### config.mk
export PLATFORM = sky130hd
export DESIGN_NAME = inst_fetch_unit
export DESIGN_NICKNAME = d
export VERILOG_FILES = /design/src/rtl/inst_fetch_unit.sv
export SDC_FILE = /design/constraint.sdc
export NUM_CORES = 1
export LEC_CHECK = 0
export BUFFER_PORTS_ARGS = -buffer_cell sky130_fd_sc_hd__buf_4
export CORE_MARGIN = 4
export CORE_UTILIZATION = 50
export CTS_BUF_LIST = sky130_fd_sc_hd__clkbuf_16
export DETAILED_ROUTE_END_ITERATION = 8
export PLACE_DENSITY = 0.8
export SETUP_SLACK_MARGIN = 0.3
export SLEW_MARGIN = 20
export SYNTH_ARGS = -nofsm -noshare
export SYNTH_HDL_FRONTEND = slang
export SYNTH_SLANG_ARGS = --single-unit
### constraint.sdc
create_clock -name clk_i -period 4.6 [get_ports clk_i]
set_input_delay 0 -clock clk_i [delete_from_list [all_inputs] [get_ports clk_i]]
set_output_delay 0 -clock clk_i [all_outputs]
set_load 0.01 [all_outputs]
### src/rtl/inst_fetch_unit.sv
// rtl/inst_fetch_unit.sv - instruction fetch stage between the PC register and decode
//
// Purpose: takes the current PC, runs one instruction-memory read per fetch over a
// req/ack handshake, holds the returned word in the IR until decode accepts it, then
// pulses pc_wre_o with pc_plus4_o so the PC register advances.
//
// Ports:
//   clk_i, rst_i        clock, asynchronous active-high reset
//   pc_i, fetch_en_i    current PC and fetch request (fetch_en_i sampled only in IDLE)
//   mem_req_o           instruction-memory read request
//   mem_addr_o          latched fetch address
//   mem_rdata_i         read data, taken only on mem_ack_i while requesting
//   mem_ack_i           memory completes the read
//   ir_out_o            instruction register
//   ir_valid_o          ir_out_o holds an unconsumed instruction
//   ir_ready_i          decode accepts ir_out_o
//   pc_plus4_o          latched fetch address + 4
//   pc_wre_o            one-cycle PC write enable on transfer to decode
//   fetch_err_o         one-cycle pulse on misaligned PC or memory timeout
//   busy_o              high whenever not IDLE
//   instr_cnt_o         instructions accepted by decode, wraps at 2^32

module inst_fetch_unit #(
   parameter int unsigned TIMEOUT  = 16,
   parameter logic [31:0] IR_RESET = 32'h0000_0000
) (
   input  logic        clk_i,
   input  logic        rst_i,
   input  logic [31:0] pc_i,
   input  logic        fetch_en_i,
   output logic        mem_req_o,
   output logic [31:0] mem_addr_o,
   input  logic [31:0] mem_rdata_i,
   input  logic        mem_ack_i,
   output logic [31:0] ir_out_o,
   output logic        ir_valid_o,
   input  logic        ir_ready_i,
   output logic [31:0] pc_plus4_o,
   output logic        pc_wre_o,
   output logic        fetch_err_o,
   output logic        busy_o,
   output logic [31:0] instr_cnt_o
);

   // A width of at least one bit keeps TIMEOUT=1 legal.
   localparam int unsigned    CNT_W   = (TIMEOUT > 1) ? $clog2(TIMEOUT) : 1;
   localparam logic [CNT_W-1:0] CNT_MAX = CNT_W'(TIMEOUT - 1);

   typedef enum logic [1:0] {
      S_IDLE,
      S_REQ,
      S_HOLD
   } state_t;

   state_t           state_q, state_d;
   logic [CNT_W-1:0] cnt_q, cnt_d;
   logic             mem_req_q, mem_req_d;
   logic [31:0]      mem_addr_q, mem_addr_d;
   logic [31:0]      pc_plus4_q, pc_plus4_d;
   logic [31:0]      ir_q, ir_d;
   logic             ir_valid_q, ir_valid_d;
   logic             pc_wre_q, pc_wre_d;
   logic             fetch_err_q, fetch_err_d;
   logic [31:0]      instr_cnt_q, instr_cnt_d;

   always_ff @(posedge clk_i or posedge rst_i) begin
      if (rst_i) begin
         state_q     <= S_IDLE;
         cnt_q       <= '0;
         mem_req_q   <= 1'b0;
         mem_addr_q  <= 32'h0;
         pc_plus4_q  <= 32'h0;
         ir_q        <= IR_RESET;
         ir_valid_q  <= 1'b0;
         pc_wre_q    <= 1'b0;
         fetch_err_q <= 1'b0;
         instr_cnt_q <= 32'h0;
      end else begin
         state_q     <= state_d;
         cnt_q       <= cnt_d;
         mem_req_q   <= mem_req_d;
         mem_addr_q  <= mem_addr_d;
         pc_plus4_q  <= pc_plus4_d;
         ir_q        <= ir_d;
         ir_valid_q  <= ir_valid_d;
         pc_wre_q    <= pc_wre_d;
         fetch_err_q <= fetch_err_d;
         instr_cnt_q <= instr_cnt_d;
      end
   end

   always_comb begin
      state_d     = state_q;
      cnt_d       = cnt_q;
      mem_req_d   = mem_req_q;
      mem_addr_d  = mem_addr_q;
      pc_plus4_d  = pc_plus4_q;
      ir_d        = ir_q;
      ir_valid_d  = ir_valid_q;
      instr_cnt_d = instr_cnt_q;
      // Pulses: low unless raised below, so pc_wre and fetch_err can never overlap.
      pc_wre_d    = 1'b0;
      fetch_err_d = 1'b0;

      case (state_q)
         S_IDLE: begin
            if (fetch_en_i) begin
               if (pc_i[1:0] != 2'b00) begin
                  fetch_err_d = 1'b1;
               end else begin
                  mem_addr_d = pc_i;
                  pc_plus4_d = pc_i + 32'd4;
                  cnt_d      = '0;
                  mem_req_d  = 1'b1;
                  state_d    = S_REQ;
               end
            end
         end
         S_REQ: begin
            // Ack is tested first so it wins over a coinciding timeout.
            if (mem_ack_i) begin
               ir_d       = mem_rdata_i;
               mem_req_d  = 1'b0;
               ir_valid_d = 1'b1;
               state_d    = S_HOLD;
            end else if (cnt_q == CNT_MAX) begin
               mem_req_d   = 1'b0;
               fetch_err_d = 1'b1;
               ir_d        = IR_RESET;
               state_d     = S_IDLE;
            end else begin
               cnt_d = cnt_q + 1'b1;
            end
         end
         S_HOLD: begin
            if (ir_ready_i) begin
               ir_valid_d  = 1'b0;
               pc_wre_d    = 1'b1;
               instr_cnt_d = instr_cnt_q + 32'd1;
               state_d     = S_IDLE;
            end
         end
         default: begin
            state_d = S_IDLE;
         end
      endcase
   end

   assign mem_req_o   = mem_req_q;
   assign mem_addr_o  = mem_addr_q;
   assign pc_plus4_o  = pc_plus4_q;
   assign ir_out_o    = ir_q;
   assign ir_valid_o  = ir_valid_q;
   assign pc_wre_o    = pc_wre_q;
   assign fetch_err_o = fetch_err_q;
   assign busy_o      = (state_q != S_IDLE);
   assign instr_cnt_o = instr_cnt_q;

endmodule
==> flow_summary.json, run 1 <==
{
  "grt_start_max_net_pins": 80,
  "syn_to_final_growth_pct": 47.2,
  "slowest_stage": "or4b_1",
  "hold_depth": 5,
  "htreeDepth": 4,
  "rsz0062_at_grt": "false",
  "dr.pass1.iters": 7,
  "period_minus_slack_ns": 2.67,
  "fin_nets": 914,
  "dp_slack_ns": 1.95,
  "dp_cells": 901,
  "final_cell_area_um2": 8830,
  "clk_latency_ns": 0.41,
  "end_kind": "flop",
  "portBuffers": 201,
  "design.core.area_um2": 11600,
  "swShare_pct": 28.9,
  "powerDensity_nw_per_um2": 469,
  "numCtsBuffers": 17,
  "synth_edf_count": 0,
  "ys_seq_area_share_pct": 56.7,
  "seqPwrFrac_pct": 40.3,
  "clk_pin_slew_worst_paths_ns": 0.06,
  "worstSetupPathDepth": 5,
  "die_h_um": 118,
  "maxSlewViolCount": 0,
  "p_clk_share_pct": 34.1,
  "synth_seq_cells": 136,
  "setup_ws_ns": 1.93,
  "skew_ns": 0.00595,
  "crit_type": "reg -> reg",
  "r2r_cells": 5,
  "ys_async_sr_fraction_pct": 100,
  "combPwrFrac_pct": 25.6,
  "fmax_mhz": 375,
  "path_cells": "or4b_1 -> or2_2 -> buf_4 -> or4_1 -> nand3_1",
  "yosys_most_used_dff": "dfrtp_1",
  "placed_area_um2": 7560,
  "synth.distinct_cells": 47,
  "clk_root_buffer_cell": "clkbuf_16",
  "crit_arrival_ns": 3.00,
  "synthesis.area_um2": 6000,
  "first_global_vias": 5528,
  "grt_pass1_wl_mm": 28.9,
  "p_leak_nw": 4.31,
  "outcome": "finished clean",
  "synthTopCellsByCount": "dfrtp_1 (136), nand2_1 (124), a22o_1 (32)",
  "cp_top_family": "simple AND/OR/NAND/NOR gates",
  "drtIter0Drc": 431,
  "dp_hpwl_mm": 11.3,
  "ios": 202,
  "switchingPower_mw": 1.20,
  "routed_via_density": 5.57,
  "slew_headroom_pct": 28.8,
  "routed_wirelength_mm": 17.7,
  "initial_core_util_pct": 51.9,
  "power.internal_mw": 2.94,
  "hold_path_class": "in -> reg",
  "ant_nets": 0,
  "fin_util_pct": 76.3,
  "clock-sinks": 136,
  "path_buf_inv": 1,
  "synth.area.top_cells": "dfrtp_1 (57%), nand2_1 (7.8%), a22o_1 (4.7%)",
  "worstMarginPinSlew_ns": 1.07,
  "max-clock-path-buffers": 2,
  "drive_gt1_share_pct": 28.2,
  "cts_tree": "built",
  "final-setup-viol-count": 0,
  "min_period_over_period_pct": 58.0,
  "grt_usage_pct": 25.6,
  "grt_overflow": 0,
  "synth_top_area_share_pct": 56.7,
  "synth_warnings": 0,
  "rows": 39,
  "cp_slowest_stage_delay_ns": 0.76,
  "syn_nets": 661,
  "cp_max_fo": 71,
  "drv_cap": 0,
  "synth_top_area_cell": "dfrtp_1",
  "antenna_found_initial": 1,
  "tns_ns": 0,
  "p_total_mw": 4.14,
  "whs_ns": 0.0111,
  "yosysMostFrequentCell": "dfrtp_1",
  "ir_drop_mv": 0.346,
  "dieArea_um2": 13800,
  "gp_congestion": 0.830,
  "cp.required_ns": 4.94,
  "start_kind": "flop",
  "synthCells": 589,
  "final_hold_viol_count": 0,
  "avgSynthCellArea_um2": 10.2,
  "post_layout_nonfiller_instances": 999,
  "avgRoutedWirePerCell_um": 17.7,
  "die_width_um": 118,
  "via_count": 5561,
  "drc": 0
}
power by group through the flow:
stage               logic, mW  clock network (mW)  registers, mW
floorplan               0.310                   0           1.77
CTS                      1.06                1.43           1.66
global route             1.15                1.49           1.70
finish                   1.06                1.41           1.67
global placement        0.985                   0           1.67
detailed placement       1.02                   0           1.67
routing by layer:
metal / share of wire, % / GRT usage (%) / up-vias
met5: 0 / 0 / -
met4: 3.6 / 11.3 / 0
met3: 7.4 / 7.93 / 54
met2: 48 / 40.9 / 279
met1: 41 / 32.5 / 2636
li1: - / - / 2592
path summary, 6_finish.rpt:
| path | endpoint | start | slack [ns] |
|---|---|---|---|
| setup reg to reg | pc_plus4_o[19] | state_q[1] | 1.93 |
| hold / removal | fetch_err_o | fetch_en_i | 0.01 |
| max in group asynchronous | cnt_q[0] | rst_i | 3.09 |
| hold reg to reg | instr_cnt_o[31] | instr_cnt_o[31] | 0.47 |
| setup / recovery | pc_plus4_o[19] | state_q[1] | 1.93 |
| min in group asynchronous | instr_cnt_o[13] | rst_i | 0.29 |
logic make-up (layout without fill, tap and decap cells):
group / count (synthesis) / count (layout) / synth area share [%]
xor gates and xnor gates: 43 / 43 / 6.28
AOI/OAI and AO/OA: 92 / 92 / 10.9
adders and majority gates: 3 / 3 / 0.626
muxes: 2 / 2 / 0.334
buffers and inverters: 47 / 313 / 3.32
DFF: 136 / 136 / 56.7
and+or+nand+nor: 266 / 266 / 21.8
other: 0 / 1 / 0
tightest hold or removal path: cells and delay by family:
kind / cells / cell delay, ns
buf+inv: 1 / 0.09
simple gates: 2 / 0.17
compound gates: 2 / 0.11
cell type report:
class | instances | area, µm²
repair buffers | 268 | 2170
multi-input cells | 406 | 2400
diodes | 1 | 2.50
flip-flops and latches | 136 | 3400
fillers | 742 | 2740
inverters | 13 | 53.8
clock buffers | 17 | 425
well taps | 143 | 179
clock inverters | 15 | 184
what timing repair did:
item | CTS | global route
hold buffers | 65 | 0
buffers inserted | 0 | 0
hold endpoints to repair | 170 | 0
resized for setup | 0 | 0
state kept, by name (all words and copies together), names as in the netlist:
register / flops
cnt_q: 4
state_q: 2
ir_valid_o: 1
instr_cnt_o: 32
mem_addr_o: 32
pc_plus4_o: 30
ir_out_o: 32
mem_req_o: 1
fetch_err_o: 1
pc_wre_o: 1
layout by cell type (no fill, tap or decap), types with 2 or more instances in the layout:
| cell type | instances |
|---|---|
| dfrtp_1 | 136 |
| a22o_1 | 32 |
| or3_1 | 5 |
| xnor2_1 | 20 |
| and4_1 | 8 |
| clkinv_1 | 4 |
| inv_1 | 12 |
| mux2i_1 | 2 |
| buf_4 | 203 |
| nand4_1 | 18 |
| bufinv_16 | 4 |
| dlygate4sd3_1 | 65 |
| o31a_1 | 2 |
| ha_1 | 3 |
| clkinv_2 | 3 |
| nand2_1 | 124 |
| and3_1 | 3 |
| o21ai_0 | 27 |
| a21o_1 | 4 |
| or2_2 | 4 |
| or4_1 | 11 |
| clkbuf_16 | 17 |
| nor2_1 | 20 |
| a31oi_1 | 10 |
| and2_1 | 3 |
| o31ai_1 | 6 |
| nor2b_1 | 3 |
| inv_6 | 2 |
| nand3_1 | 27 |
| nor4_1 | 13 |
| o211ai_1 | 4 |
| clkinv_4 | 2 |
| nor3_1 | 15 |
| xor2_1 | 23 |
| nor3b_1 | 4 |
Note: power is estimated with default switching activity, not from simulation.
==> run 2, diff against run 1 <==
==> constraint.sdc (replaced) <==
create_clock -name clk_i -period 2.55 [get_ports clk_i]
set_input_delay 0 -clock clk_i [delete_from_list [all_inputs] [get_ports clk_i]]
set_output_delay 0 -clock clk_i [all_outputs]
set_load 0.01 [all_outputs]
==> run 2 against run 1 <==
Compared with the run above:
- die area unchanged
- wire length down 0.27%
- sequential share of layout area down 0.27 points
- utilization up 0.53 points
- non-clock buffer count up 9
- via count up 0.74%
- critical path depth unchanged
- clock power up 72%
- worst setup slack worse by 1.5 ns
- global-route usage up 0.097 points
- critical path type unchanged
- largest power group unchanged
==> flow_summary.json, run 2 (synthesis gave the netlist of run 1 again) <==
{
  "cp_top_family": "simple AND/OR/NAND/NOR gates",
  "power.internal_mw": 5.15,
  "fin_nets": 923,
  "setup_ws_ns": 0.427,
  "portBuffers": 201,
  "grt_pass1_wl_mm": 28.9,
  "dr.pass1.iters": 5,
  "grt_usage_pct": 25.7,
  "cp.required_ns": 2.90,
  "multi_input_area_um2": 2410,
  "crit_type": "reg -> reg",
  "switchingPower_mw": 2.21,
  "slowest_stage": "or4b_1",
  "outcome": "finished clean",
  "path_cells": "or4b_1 -> buf_4 -> or3_1 -> or4_1 -> nand3_1",
  "skew_ns": 0.00984,
  "die_width_um": 118,
  "ir_drop_mv": 0.544,
  "dp_hpwl_mm": 11.7,
  "combPwrFrac_pct": 26.1,
  "ant_nets": 0,
  "rows": 39,
  "layout_commonest_cell": "buf_4",
  "path_buf_inv": 1,
  "dieArea_um2": 13800,
  "fmax_mhz": 471,
  "htreeDepth": 4,
  "design.core.area_um2": 11600,
  "initial_core_util_pct": 51.9,
  "antenna_found_initial": 0,
  "seqPwrFrac_pct": 40.9,
  "cp_max_fo": 11,
  "final-setup-viol-count": 0,
  "first_global_vias": 5714,
  "layout_common_cells": "buf_4 (212), dfrtp_1 (136), nand2_1 (124), dlygate4sd3_1 (64), a22o_1 (32)",
  "drc": 0,
  "seq_area_um2": 3400,
  "gp_congestion": 0.870,
  "grt_start_max_net_pins": 84,
  "period_minus_slack_ns": 2.12,
  "crit_arrival_ns": 2.47,
  "rsz0062_at_grt": "false",
  "cts_tree": "built",
  "drv_cap": 0,
  "avgRoutedWirePerCell_um": 17.5,
  "slew_headroom_pct": 44.0,
  "grt_overflow": 0,
  "antennaDiodeCount": 0,
  "min_period_over_period_pct": 83.3,
  "dp_slack_ns": 0.332,
  "tns_ns": 0,
  "p_leak_nw": 4.34,
  "drtIter0Drc": 454,
  "cp-startpoint": "state_q[1]",
  "clock-sinks": 136,
  "worstMarginPinSlew_ns": 0.832,
  "numCtsBuffers": 17,
  "hold_path_class": "in -> reg",
  "cts_setup_buffers": 0,
  "die_h_um": 118,
  "nFillCells": 745,
  "clk_root_buffer_cell": "clkbuf_16",
  "routed_wirelength_mm": 17.6,
  "routed_via_density": 5.56,
  "p_clk_share_pct": 32.9,
  "end_kind": "flop",
  "clk_pin_slew_worst_paths_ns": 0.06,
  "clk_latency_ns": 0.41,
  "r2r_start": "state_q[1]",
  "drive_gt1_share_pct": 29.5,
  "max-clock-path-buffers": 2,
  "start_kind": "flop",
  "powerDensity_nw_per_um2": 828,
  "via_count": 5602,
  "whs_ns": 0.00565,
  "ios": 202,
  "maxSlewViolCount": 0,
  "syn_to_final_growth_pct": 48.2,
  "final_hold_viol_count": 0,
  "cp_slowest_stage_delay_ns": 0.60,
  "worstHoldStart": "ir_ready_i",
  "swShare_pct": 30.0
}
## run 2: changes by cell type in the layout (fill, tap and decap cells not counted), moves of 2 or more
cell / change
buf_4: +9
bufinv_16: -2
clkinv_1: -3
clkinv_2: -2
clkinv_4: +3
clkinvlp_4: +3
## run 2: cell type report
type | instances | area share, %
clock buffer | 17 | 4.79
clock inverter | 15 | 1.90
inverter | 13 | 0.591
multi-input combinational | 406 | 27.1
sequential | 136 | 38.3
tap | 143 | 2.01
timing repair buffer | 277 | 25.3
## run 2: what timing repair did
item	in CTS	in global routing
endpoints found under the hold margin	218	0
gates resized for setup	1	0
hold buffers	64	0
endpoints found under the setup margin	1	0
## run 2: worst min-delay path, stage by stage
cell     delay (ns)
buf_4          0.11
nor3b_1        0.15
or2_2          0.13
## run 2: per-stage QoR
step                instances  utilization (%)  area, µm²  power, mW
floorplan                 589                -       6000       3.75
global placement          911             66.1       7650       4.80
detailed placement        911             66.1       7650       4.86
CTS                      1007             76.8       8890       7.38
global route             1007             76.8       8890       7.72
finish                   1007             76.8       8890       7.36
## run 2: final timing paths
path                                   end  slack [ns]  depth (start not counted)
hold / removal                  state_q[1]       0.006                          3
setup reg to reg            pc_plus4_o[29]        0.43                          5
min in group asynchronous  instr_cnt_o[31]        0.11                          3
max in group asynchronous         pc_wre_o        1.66                          4
setup / recovery            pc_plus4_o[29]        0.43                          5
hold reg to reg            instr_cnt_o[31]        0.47                          1
## run 2: power by group through the flow
stage	combinational, mW	sequential [mW]	clock, mW
6_report	1.92	3.01	2.42
5_1_grt	2.08	3.07	2.56
4_1_cts	1.91	3.00	2.46
3_5_place_dp	1.84	3.02	0
3_3_place_gp	1.79	3.01	0
2_1_floorplan	0.560	3.19	0
## run 2: per-layer routing
layer  global-route usage, %  routed length (µm)
met1                    32.4                7230
met4                    12.6                 708
met2                    41.6                8460
met3                    6.73                1250
met5                       0                   0
==> run 3, diff against run 2 <==
==> constraint.sdc (replaced) <==
create_clock -name clk_i -period 2 [get_ports clk_i]
set_input_delay 0 -clock clk_i [delete_from_list [all_inputs] [get_ports clk_i]]
set_output_delay 0 -clock clk_i [all_outputs]
set_load 0.01 [all_outputs]
==> run 3 against run 2 <==
Compared with the run above:
- clock power rose by 40%
- clock skew fell by 0.0026 ns
- hold slack improved by 0.010 ns
- sequential share of layout area fell by 3.1 points
- non-clock buffer count rose by 36
- utilization rose by 7.0 points
- first-iteration DRC count rose by 94%
- clock-buffer cell count did not move
- fmax rose by 16%
- worst setup slack got worse by 0.26 ns
- via count rose by 10%
- sequential power rose by 28%
==> flow_summary.json, run 3 (synthesis gave the netlist of run 1 again) <==
{
  "outcome": "finished clean",
  "p_leak_nw": 4.76,
  "clk_pin_slew_worst_paths_ns": 0.06,
  "dr.pass1.iters": 6,
  "clock-sinks": 136,
  "htreeDepth": 4,
  "routed_wirelength_mm": 21.3,
  "final-setup-viol-count": 0,
  "powerDensity_nw_per_um2": 1010,
  "numCtsBuffers": 17,
  "layout_common_cells": "buf_4 (231), dfrtp_1 (133), nand2_1 (120), dlygate4sd3_1 (65), a22o_1 (32)",
  "setup_ws_ns": 0.164,
  "dieArea_um2": 13800,
  "clk_root_buffer_cell": "clkbuf_16",
  "first_global_vias": 6337,
  "skew_ns": 0.00719,
  "design.core.area_um2": 11600,
  "cp.required_ns": 2.35,
  "die_width_um": 118,
  "die_h_um": 118,
  "period_minus_slack_ns": 1.84,
  "final_hold_viol_count": 0,
  "ant_nets": 0,
  "end_kind": "flop",
  "drtIter0Drc": 881,
  "hold_depth": 5,
  "crit_arrival_ns": 2.18,
  "worstMarginPinSlew_ns": 0.823,
  "hold_path_class": "in -> reg",
  "ir_drop_mv": 0.716,
  "grt_usage_pct": 29.7,
  "min_period_over_period_pct": 91.8,
  "routed_via_density": 5.91,
  "dp_hpwl_mm": 11.8,
  "layout_commonest_cell": "buf_4",
  "initial_core_util_pct": 51.9,
  "dp_cells": 923,
  "grt_pass1_wl_mm": 33.4,
  "fin_nets": 961,
  "drc": 0,
  "cts_tree": "built",
  "maxSlewViolCount": 0,
  "syn_to_final_growth_pct": 61.7,
  "antenna_found_initial": 1,
  "rows": 39,
  "portBuffers": 201,
  "drv_cap": 0,
  "r2r_cells": 4,
  "grt_start_max_net_pins": 68,
  "max-clock-path-buffers": 2,
  "gp_congestion": 0.863,
  "post_layout_nonfiller_instances": 1046,
  "slew_headroom_pct": 44.6,
  "avgRoutedWirePerCell_um": 20.4,
  "rsz0062_at_grt": "true",
  "dp_slack_ns": 0.0912,
  "grt_overflow": 0,
  "via_count": 6182,
  "tns_ns": 0,
  "drive_gt1_share_pct": 36.4,
  "clk_latency_ns": 0.42,
  "start_kind": "flop",
  "crit_type": "reg -> reg",
  "fmax_mhz": 545,
  "ios": 202,
  "cp_max_fo": 5
}
==> run 3: changes by cell type in the layout (fill, tap and decap cells not counted), moves of 5 or more <==
cell	before	now
nor4_4	0	8
nor4_1	13	5
buf_4	212	231
buf_6	0	5
nor3_1	15	7
buf_12	1	6
==> run 3: metrics by stage <==
step	power (mW)	util, %	hold WS, ns	instance area (µm²)
finish	9.83	83.8	0.0160	9690
global route	10.3	83.8	0.0528	9690
CTS	9.72	81.5	0.0117	9430
detailed placement	6.21	68.8	0.00903	7950
global placement	6.13	68.8	0.00233	7950
floorplan	4.79	-	0.112	6240
==> run 3: power breakdown <==
| group | total, mW | internal, mW | switching, mW | leakage (nW) |
|---|---|---|---|---|
| combinational | 2.58 | 1.39 | 1.19 | 2.76 |
| clock | 3.39 | 2.12 | 1.27 | 0.303 |
| sequential | 3.86 | 3.38 | 0.477 | 1.70 |
| total | 9.83 | 6.89 | 2.94 | 4.76 |
==> run 3: layout make-up <==
cell class	count	area, µm²
Fill cell	599	1870
Sequential cell	136	3410
Clock inverter	15	215
Tap cell	143	179
Inverter	13	53.8
Clock buffer	17	425
Timing Repair Buffer	313	2710
Antenna cell	1	2.50
Multi-Input combinational cell	408	2710
==> run 3: metal layers <==
| metal | wire length [µm] | GRT usage, % | vias up |
|---|---|---|---|
| li1 | - | - | 2696 |
| met1 | 8000 | 36.5 | 2989 |
| met2 | 10600 | 49.4 | 421 |
| met3 | 1970 | 8.75 | 76 |
| met4 | 736 | 12.2 | 0 |
| met5 | 0 | 0 | - |
==> run 3: path summary, 6_finish.rpt <==
check | to | slack [ns] | startpoint
min in group asynchronous | instr_cnt_o[28] | 0.13 | rst_i
worst max register to register | pc_plus4_o[24] | 0.16 | state_q[1]
worst max-delay path | pc_plus4_o[24] | 0.16 | state_q[1]
worst min register to register | pc_plus4_o[15] | 0.47 | pc_plus4_o[15]
max in group asynchronous | instr_cnt_o[4] | 1.21 | rst_i
worst min-delay path | fetch_err_o | 0.02 | pc_i[0]
==> run 3: timing repair <==
| action | 4_1_cts | 5_1_grt |
|---|---|---|
| buffers inserted | 9 | 8 |
| hold buffers | 65 | 0 |
| hold endpoints to repair | 229 | 0 |
| gates resized for setup | 10 | 25 |
| gates cloned | 2 | 6 |
| pin swaps | 5 | 11 |
| endpoints found under the setup margin | 45 | 105 |
==> run 3: worst max-delay path: stages (launching register included) <==
cell and delay (ns):
dfrtp_1 0.38, or4b_4 0.50, or2_4 0.28, or4_1 0.52, nand3_1 0.09
